## config.mk

```make
export PLATFORM = sky130hd
export DESIGN_NAME = branch_merger
export DESIGN_NICKNAME = d
export VERILOG_FILES = /design/src/rtl/branch_merger_pkg.sv /design/src/rtl/branch_merger_rr_arbiter.sv /design/src/rtl/branch_merger.sv
export SDC_FILE = /design/constraint.sdc
export NUM_CORES = 1
export LEC_CHECK = 0
export ABC_AREA = 1
export CAP_MARGIN = 40
export CORE_AREA = 2 2 158 160
export CTS_BUF_LIST = sky130_fd_sc_hd__clkbuf_8
export DETAILED_ROUTE_END_ITERATION = 8
export DIE_AREA = 0 0 160 162
export PLACE_DENSITY = 0.68
export RECOVER_POWER = 50
export SYNTH_ARGS = -nofsm -noshare
export SYNTH_HDL_FRONTEND = slang
export SYNTH_SLANG_ARGS = --single-unit
```

## constraint.sdc

```tcl
create_clock -name clk -period 3.2 [get_ports clk]
set_clock_uncertainty 0.2 [all_clocks]
set_input_delay 0.32 -clock clk [delete_from_list [all_inputs] [get_ports clk]]
set_output_delay 0.32 -clock clk [all_outputs]
set_load 0.005 [all_outputs]
```

## src/rtl/branch_merger_pkg.sv

```systemverilog
// rtl/branch_merger_pkg.sv - shared widths and index helper for branch_merger
`ifndef N_INSTR_BRANCHES
`define N_INSTR_BRANCHES 4
`endif

package branch_merger_pkg;

  localparam int N_INSTR_BRANCHES = `N_INSTR_BRANCHES;
  localparam int COMMIT_ID_W      = 9;
  localparam int DEST_W           = 4;
  localparam int RES_ADDR_W       = 8;

  function automatic int branch_idx_w(input int n);
    return (n <= 2) ? 1 : $clog2(n);
  endfunction

endpackage

```

## src/rtl/branch_merger_rr_arbiter.sv

```systemverilog
// rtl/branch_merger_rr_arbiter.sv - round-robin grant over a request vector, owns rr_ptr
module rr_arbiter
  import branch_merger_pkg::*;
#(
  parameter  int n  = 4,
  localparam int iw = branch_idx_w(n)
) (
  input  logic          clk,
  input  logic          reset,
  input  logic [n-1:0]  req,
  input  logic          advance,
  output logic [n-1:0]  grant,
  output logic [iw-1:0] grant_idx
);

  logic [iw-1:0] rr_ptr;
  logic          found;

  // First asserted request at or after rr_ptr, wrapping to 0.
  always_comb begin
    grant     = '0;
    grant_idx = '0;
    found     = 1'b0;
    for (int k = 0; k < n; k++) begin
      if (!found && req[(int'(rr_ptr) + k) % n]) begin
        found                         = 1'b1;
        grant[(int'(rr_ptr) + k) % n] = 1'b1;
        grant_idx                     = iw'((int'(rr_ptr) + k) % n);
      end
    end
  end

  always_ff @(posedge clk) begin
    if (!reset) begin
      rr_ptr <= '0;
    end else if (advance) begin
      rr_ptr <= (int'(grant_idx) == n - 1) ? '0 : grant_idx + 1'b1;
    end
  end

endmodule

```

## src/rtl/branch_merger.sv

```systemverilog
// rtl/branch_merger.sv - merges branch results into one registered valid/ready stream
// Optional in-order commit gating: BRANCH_MERGER_IN_ORDER_EN
module branch_merger
  import branch_merger_pkg::*;
#(
  parameter  int data_width = 16,
  parameter  int n_blocks   = 256,
  parameter  int n_branches = N_INSTR_BRANCHES,
  localparam int bw         = $clog2(n_blocks),
  localparam int iw         = branch_idx_w(n_branches)
) (
  input  logic                                clk,
  input  logic                                reset,
  input  logic                                enable,
  input  logic [n_branches-1:0]               in_valid,
  output logic [n_branches-1:0]               in_ready,
  input  logic [n_branches*bw-1:0]            block_in,
  input  logic [n_branches*DEST_W-1:0]        dest_in,
  input  logic [n_branches*data_width-1:0]    result_in,
  input  logic [n_branches*2*data_width-1:0]  accumulator_in,
  input  logic [n_branches*RES_ADDR_W-1:0]    res_addr_in,
  input  logic [n_branches*COMMIT_ID_W-1:0]   commit_id_in,
  input  logic [n_branches-1:0]               commit_flag_in,
  input  logic [n_branches-1:0]               writes_external_in,
  output logic                                out_valid,
  input  logic                                out_ready,
  output logic [bw-1:0]                       block_out,
  output logic [DEST_W-1:0]                   dest_out,
  output logic [data_width-1:0]               result_out,
  output logic [2*data_width-1:0]             accumulator_out,
  output logic [RES_ADDR_W-1:0]               res_addr_out,
  output logic [COMMIT_ID_W-1:0]              commit_id_out,
  output logic                                commit_flag_out,
  output logic                                writes_external_out,
  output logic [iw-1:0]                       out_branch
);

  logic                  slot_free;
  logic                  take;
  logic [n_branches-1:0] req;
  logic [n_branches-1:0] grant;
  logic [iw-1:0]         grant_idx;

  assign slot_free = ~out_valid | out_ready;

`ifdef BRANCH_MERGER_IN_ORDER_EN
  logic [COMMIT_ID_W-1:0] expected_id;
  logic [n_branches-1:0]  id_match;

  // Only the branch holding the next commit id may compete.
  always_comb begin
    id_match = '0;
    for (int i = 0; i < n_branches; i++) begin
      id_match[i] = (commit_id_in[i*COMMIT_ID_W +: COMMIT_ID_W] == expected_id);
    end
  end

  assign req = in_valid & id_match;
`else
  assign req = in_valid;
`endif

  assign in_ready = {n_branches{reset & enable & slot_free}} & grant;
  assign take     = |(in_valid & in_ready);

  rr_arbiter #(.n(n_branches)) u_arb (
    .clk       (clk),
    .reset     (reset),
    .req       (req),
    .advance   (take),
    .grant     (grant),
    .grant_idx (grant_idx)
  );

  always_ff @(posedge clk) begin
    if (!reset) begin
      out_valid           <= 1'b0;
      block_out           <= '0;
      dest_out            <= '0;
      result_out          <= '0;
      accumulator_out     <= '0;
      res_addr_out        <= '0;
      commit_id_out       <= '0;
      commit_flag_out     <= 1'b0;
      writes_external_out <= 1'b0;
      out_branch          <= '0;
`ifdef BRANCH_MERGER_IN_ORDER_EN
      expected_id         <= '0;
`endif
    end else if (enable) begin
      if (take) begin
        out_valid           <= 1'b1;
        block_out           <= block_in[grant_idx*bw +: bw];
        dest_out            <= dest_in[grant_idx*DEST_W +: DEST_W];
        result_out          <= result_in[grant_idx*data_width +: data_width];
        accumulator_out     <= accumulator_in[grant_idx*2*data_width +: 2*data_width];
        res_addr_out        <= res_addr_in[grant_idx*RES_ADDR_W +: RES_ADDR_W];
        commit_id_out       <= commit_id_in[grant_idx*COMMIT_ID_W +: COMMIT_ID_W];
        commit_flag_out     <= commit_flag_in[grant_idx];
        writes_external_out <= writes_external_in[grant_idx];
        out_branch          <= grant_idx;
`ifdef BRANCH_MERGER_IN_ORDER_EN
        expected_id         <= expected_id + 1'b1;
`endif
      end else if (out_ready) begin
        out_valid <= 1'b0;
      end
    end
  end

endmodule

```

==> results of run 1 <==
[kinds of logic (layout without fill, tap and decap cells)]
kind of cell,after synthesis,after routing,share of synthesized area
AO/OA/AOI/OAI,90,90,0.0961
flip-flops,84,84,0.244
buffers and inverters,255,626,0.159
AND/OR/NAND/NOR,872,873,0.485
adder cells (fa/ha/maj),9,9,0.0163
[sequential cells by signal, indices dropped and copies added, names as in the netlist]
name and cells:
writes_external_out 1, accumulator_out 32, dest_out 4, commit_id_out 9
out_valid 1, result_out 16, res_addr_out 8, commit_flag_out 1
out_branch 2, u_arb.rr_ptr 2, block_out 8
[cells in the final DEF (no fill, tap or decap), drive strengths merged]
master         count
inv              179
nor2             173
buf               22
a21oi              4
clkinv             2
o21ai              1
a211oi             1
a21boi             5
nand2            677
clkdlybuf4s50    326
nand4              5
clkinvlp           2
clkbuf            12
dlygate4sd3       83
dfxtp             84
ha                 9
nand3             18
o211ai            79
[routing by layer]
layer  part of all wire  up-vias
li1                   -     4631
met1               0.42     3663
met2               0.48      304
met3              0.078       37
met4              0.023        0
met5                  0        -
[critical path, cell delays in order, from the launching register on]
cell             delay, ns
dfxtp_4               0.40
inv_1                 0.08
ha_2                  0.38
inv_1                 0.08
nand2_1               0.07
nand2_1               0.11
nor2_2                0.22
nand3_1               0.12
nand3_1               0.13
nand2_1               0.06
inv_1                 0.05
clkdlybuf4s50_1       0.50
[power by group through the flow]
stage / clock network (W) / logic, W / registers [W]
final: 0.000761 / 0.0109 / 0.00180
after global routing: 0.000838 / 0.0124 / 0.00188
after CTS: 0.000800 / 0.0109 / 0.00183
after detailed placement: 0 / 0.0109 / 0.00185
after global placement: 0 / 0.0108 / 0.00183
after floorplan: 0 / 0.00731 / 0.00187
[Yosys cell counts, types with 2 or more instances]
cell | number | area share
o211ai_1 | 79 | 0.086
buf_6 | 6 | 0.0098
nand4_1 | 5 | 0.0045
nor2_1 | 169 | 0.092
clkbuf_1 | 14 | 0.0076
a21boi_1 | 2 | 0.0022
dfxtp_1 | 84 | 0.24
nand2_2 | 3 | 0.0027
a21oi_1 | 4 | 0.0029
inv_1 | 175 | 0.095
buf_4 | 10 | 0.011
nor2_4 | 2 | 0.0033
a21boi_0 | 3 | 0.0033
nand2_1 | 674 | 0.37
nand3_2 | 2 | 0.0029
nand3_1 | 16 | 0.012
ha_1 | 9 | 0.016
inv_2 | 3 | 0.0016
buf_2 | 46 | 0.033
[through the flow]
step | setup TNS, ns | hold WS (ns)
2_1_floorplan | 0 | 0.252
3_3_place_gp | 0 | 0.273
3_5_place_dp | 0 | 0.298
4_1_cts | 0 | 0.314
5_1_grt | -0.0943 | 0.346
6_report | 0 | 0.307
[layout make-up]
type	instances	area, um^2	area share
Timing Repair Buffer	432	4410	0.383
Multi-Input combinational cell	972	4160	0.361
Sequential cell	84	1690	0.146
Inverter	178	672	0.0583
Tap cell	324	405	0.0352
Clock buffer	11	151	0.0131
Clock inverter	5	36.3	0.00315
[path summary, 6_finish.rpt]
check	start	to	slack, ns
worst min register to register	out_valid$_SDFFE_PN0P_	out_valid$_SDFFE_PN0P_	0.31
worst max-delay path	u_arb.rr_ptr[1]$_SDFFE_PN0P_	in_ready[0]	0.12
worst max register to register	u_arb.rr_ptr[1]$_SDFFE_PN0P_	commit_id_out[5]$_SDFFE_PN0P_	0.26
worst min-delay path	out_valid$_SDFFE_PN0P_	out_valid$_SDFFE_PN0P_	0.31
[repair_timing]
item / CTS / global route
pin swaps: 0 / 1
hold buffers: 1 / 0
resized for setup: 1 / 9
buffers inserted: 0 / 3
cloned: 0 / 2
hold endpoints to repair: 1 / 0
endpoints found under the setup margin: 4 / 4
==> results.tsv, run 1 <==
metric	value	unit
grt peak-use layer	met2	
Startpoint Class	flip-flop	
CTS tree	done	
Internal	0.00606	W
Total Wirelength	27.1	mm
Die Y	162	um
yosys warns	0	
# placed instances	1984	
Initial DRT Pass Iterations	4	
max-capacitance violation count	0	
Net Sw Frac	0.551	
GR Layer Usage met2	0.354	
Final Util	0.478	
Vias	8635	
CP arrival	2.56	ns
Tightest Hold Check Type	flip-flop to flip-flop	
GPL Wtd Cong	0.854	
area grow syn2layout	67.1	%
filler instances	2593	
CTS sink cnt	84	
Non-Filler Instances	2006	
worst setup margin	0.117	ns
Final setup violation count	0	
via/cell ratio	4.30	
Leakage	6.11	nW
Worst-path clk slew	0.10	ns
Post-Synthesis Cells	1310	
FP Rows	57	
die width	160	um
starting density of the core	0.286	
initial antenna violation count	0	
ANT cells	0	
worst-skew pair later-pin latency	0.37	ns
global-route wire length before repair	42.0	mm
HPWL Detailed	20.3	mm
Hold Crit Depth	2	
io pins	410	
Avg Cell Area, Syn	5.27	um^2
Post-synth EDFFs	0	
GRT Util Overall	0.200	
met3 GRT Util	0.0508	
Pwr Total	0.0135	W
Post-synth ARST share	0	
#FFs+latches synth	84	
GRT Residual Overflow	0	
net load switching power	0.00742	W
part of the power in registers	0.134	
Pwr Density	1170	nW/um^2
dpl ws	0.238	ns
Slew headroom	0.674	
Starting DRT DRC Count	597	
Peak Freq	0.324	GHz
area of the core	24100	um^2
post-route ant nets	0	
required time of the critical path	2.68	ns
critical path type	flip-flop to primary output	
CTS buffer count	9	
Routed wire per std cell	13.5	um
Longest Clk Path Bufs	2	
Final Max Tran Viols	0	
RSZ-0062 raised after global routing	yes	
final-stage net count	2010	
Syn Nets	1643	
design area	11500	um^2
CP endpoint kind	primary output	
clock share of power	0.056	
Post-DP Area	11200	um^2
R2R cell count	18	
Post-route DRC	0	
Max FO, Critical Path	7	
post-synth cell types	23	
vias in the first global route	8150	
register area share after synthesis	0.244	
outcome	finished clean	
largest net degree at the start of global routing	86	
Worst Tran Pin Value	0.489	ns
final hold violations	0	
share of cells above drive strength 1	0.0333	
Final Cycle Share	0.963	
grt met1 use	0.237	
Comb pwr share	0.810	
Synth Flop Type	dfxtp_1	
Max H-tree Level	3	
peak supply drop	1150	uV
Port-buffer cells	409	
Final Critical Period	3.08	ns
Post-Syn Area	6900	um^2
DIE AREA	25900	um^2
clock root cell	clkbuf_8	
Note: power is estimated with default switching activity, not from simulation.
==> run 2: changes to the inputs <==
Settings changed: SLEW_MARGIN set to 0.
==> results of run 2 <==
Same layout as run 1: the final DEF is identical, and so are final timing and power.
==> RTL edit: new RTL, flow settings as in run 2 <==
`RES_ADDR_W`: 8 -> 7.
--- a/src/rtl/branch_merger_pkg.sv
+++ b/src/rtl/branch_merger_pkg.sv
@@ -8,7 +8,7 @@
   localparam int N_INSTR_BRANCHES = `N_INSTR_BRANCHES;
   localparam int COMMIT_ID_W      = 9;
   localparam int DEST_W           = 4;
-  localparam int RES_ADDR_W       = 8;
+  localparam int RES_ADDR_W       = 7;
 
   function automatic int branch_idx_w(input int n);
     return (n <= 2) ? 1 : $clog2(n);
Ports: changed (resized res_addr_in and res_addr_out); port bits go from 410 to 405. No check against the original RTL was run, so the function may have changed too.
==> RTL edit against run 2 <==
Cell area is 3.0% higher. Total power is 5.9% lower. Wire length is 7.8% higher. Setup slack better by 0.099 ns. Area after synthesis is 5.7% higher. Core utilization is 1.5 points higher. Sequential cell count is 1 lower. Final cell count is 3.0% higher. Critical path type unchanged. Critical endpoint unchanged. Largest cell class is now multi-input combinational cells.
==> RTL edit: results (changes against run 2) <==
[synth]
ys_seq_area_share_pct=22.8  ; -1.6 points
synth_adder_area_share_pct=1.37  ; -0.26 points
post_synth_xor_area_fraction_pct=0.120  ; +0.12 points
ys_types=29  ; +26%
synth_area_leaders=nand2_1, dfxtp_1, nand3_1
synth_compound_area_share_pct=1.36  ; -8.3 points
syn_inst=1387  ; +5.9%
synth_common_cells=nand2_1, inv_1, nand3_1
syn-num-nets=1715  ; +4.4%

[place]
place_inst=2047  ; +3.2%
dp_slack_ns=0.137  ; -0.101 ns
hpwl_mm=21.5  ; +5.7%
portBuffers=404  ; -1.2%
postPlaceCellArea_um2=11700  ; +3.8%
gp_congestion=0.902  ; +5.7%

[status]
status=completed

[finish]
layout.nets=2064  ; +2.7%
fillers=2539  ; -2.1%
drive_gt1_share_pct=3.56  ; +0.23 points

[critical_path]
path_max_fanout=9  ; +2

[routing]
wirelength_mm=29.3  ; +7.8%
routed-wl-met2_mm=14.3  ; +10%
vias=9190  ; +6.4%
vias_per_cell=4.45  ; +3.3%
dr_wl_met3_mm=2.69  ; +27%
met1_length_mm=11.7  ; +2.8%
dr.pass1.iters=5  ; +1
routed.top_layer=met5

[power]
ir_worst_vdd_mv=0.906  ; -21%

[global_route]
antenna_found_initial=3  ; +3
grt_max_degree=117  ; +36%
grtUsageMet2_pct=39.1  ; +3.7 points
grt_pass1_wl_mm=45.0  ; +7.1%
grt_pass1_vias=8406  ; +3.1%
met1_usage_pct=25.3  ; +1.6 points
grt_usage_pct=21.7  ; +1.7 points

[hold_path]
holdCritPathClass=reg2reg

[sta]
relSlewSlack_pct=58.8  ; -8.6 points

RTL edit: critical path: stages, from the launching register on:
cell,delay (ns)
dfxtp_1,0.33
inv_1,0.08
ha_4,0.30
inv_1,0.11
nand2_1,0.08
nand2_1,0.08
nor2_4,0.11
buf_4,0.16
nand3_1,0.09
nand3_1,0.15
nand2_1,0.06
inv_1,0.05
clkdlybuf4s50_1,0.49
RTL edit: final timing paths:
check                                          end  cells after the start                    startpoint  slack, ns
hold / removal              out_valid$_SDFFE_PN0P_                      2        out_valid$_SDFFE_PN0P_       0.30
hold reg to reg             out_valid$_SDFFE_PN0P_                      2        out_valid$_SDFFE_PN0P_       0.30
setup reg to reg  writes_external_out$_SDFFE_PN0P_                     16                          flop       0.34
setup / recovery                       in_ready[0]                     12  u_arb.rr_ptr[1]$_SDFFE_PN0P_       0.22
RTL edit: area by class of cell:
| type | instances | area [µm²] | share of cell area (%) |
|---|---|---|---|
| multi-input cells | 1035 | 4600 | 38.7 |
| diodes | 2 | 5.00 | 0.0421 |
| inverters | 180 | 676 | 5.69 |
| well taps | 324 | 405 | 3.41 |
| clock buffers | 10 | 138 | 1.16 |
| repair buffers | 427 | 4370 | 36.7 |
| flip-flops and latches | 83 | 1660 | 14.0 |
| clock inverters | 5 | 30.0 | 0.253 |
RTL edit: power by group:
part           internal (mW)  switching [mW]  leakage (nW)
logic                   3.95            6.33          5.54
registers               1.48           0.211         0.678
clock network          0.295           0.421        0.0839
total                   5.72            6.96          6.30
RTL edit: repair_timing:
item                       4_1_cts  5_1_grt
hold buffers                     1        0
setup buffers                    0        1
pin swaps                        0        1
resized for setup                1        4
hold endpoints to repair         1        0
setup endpoints to repair        4       12
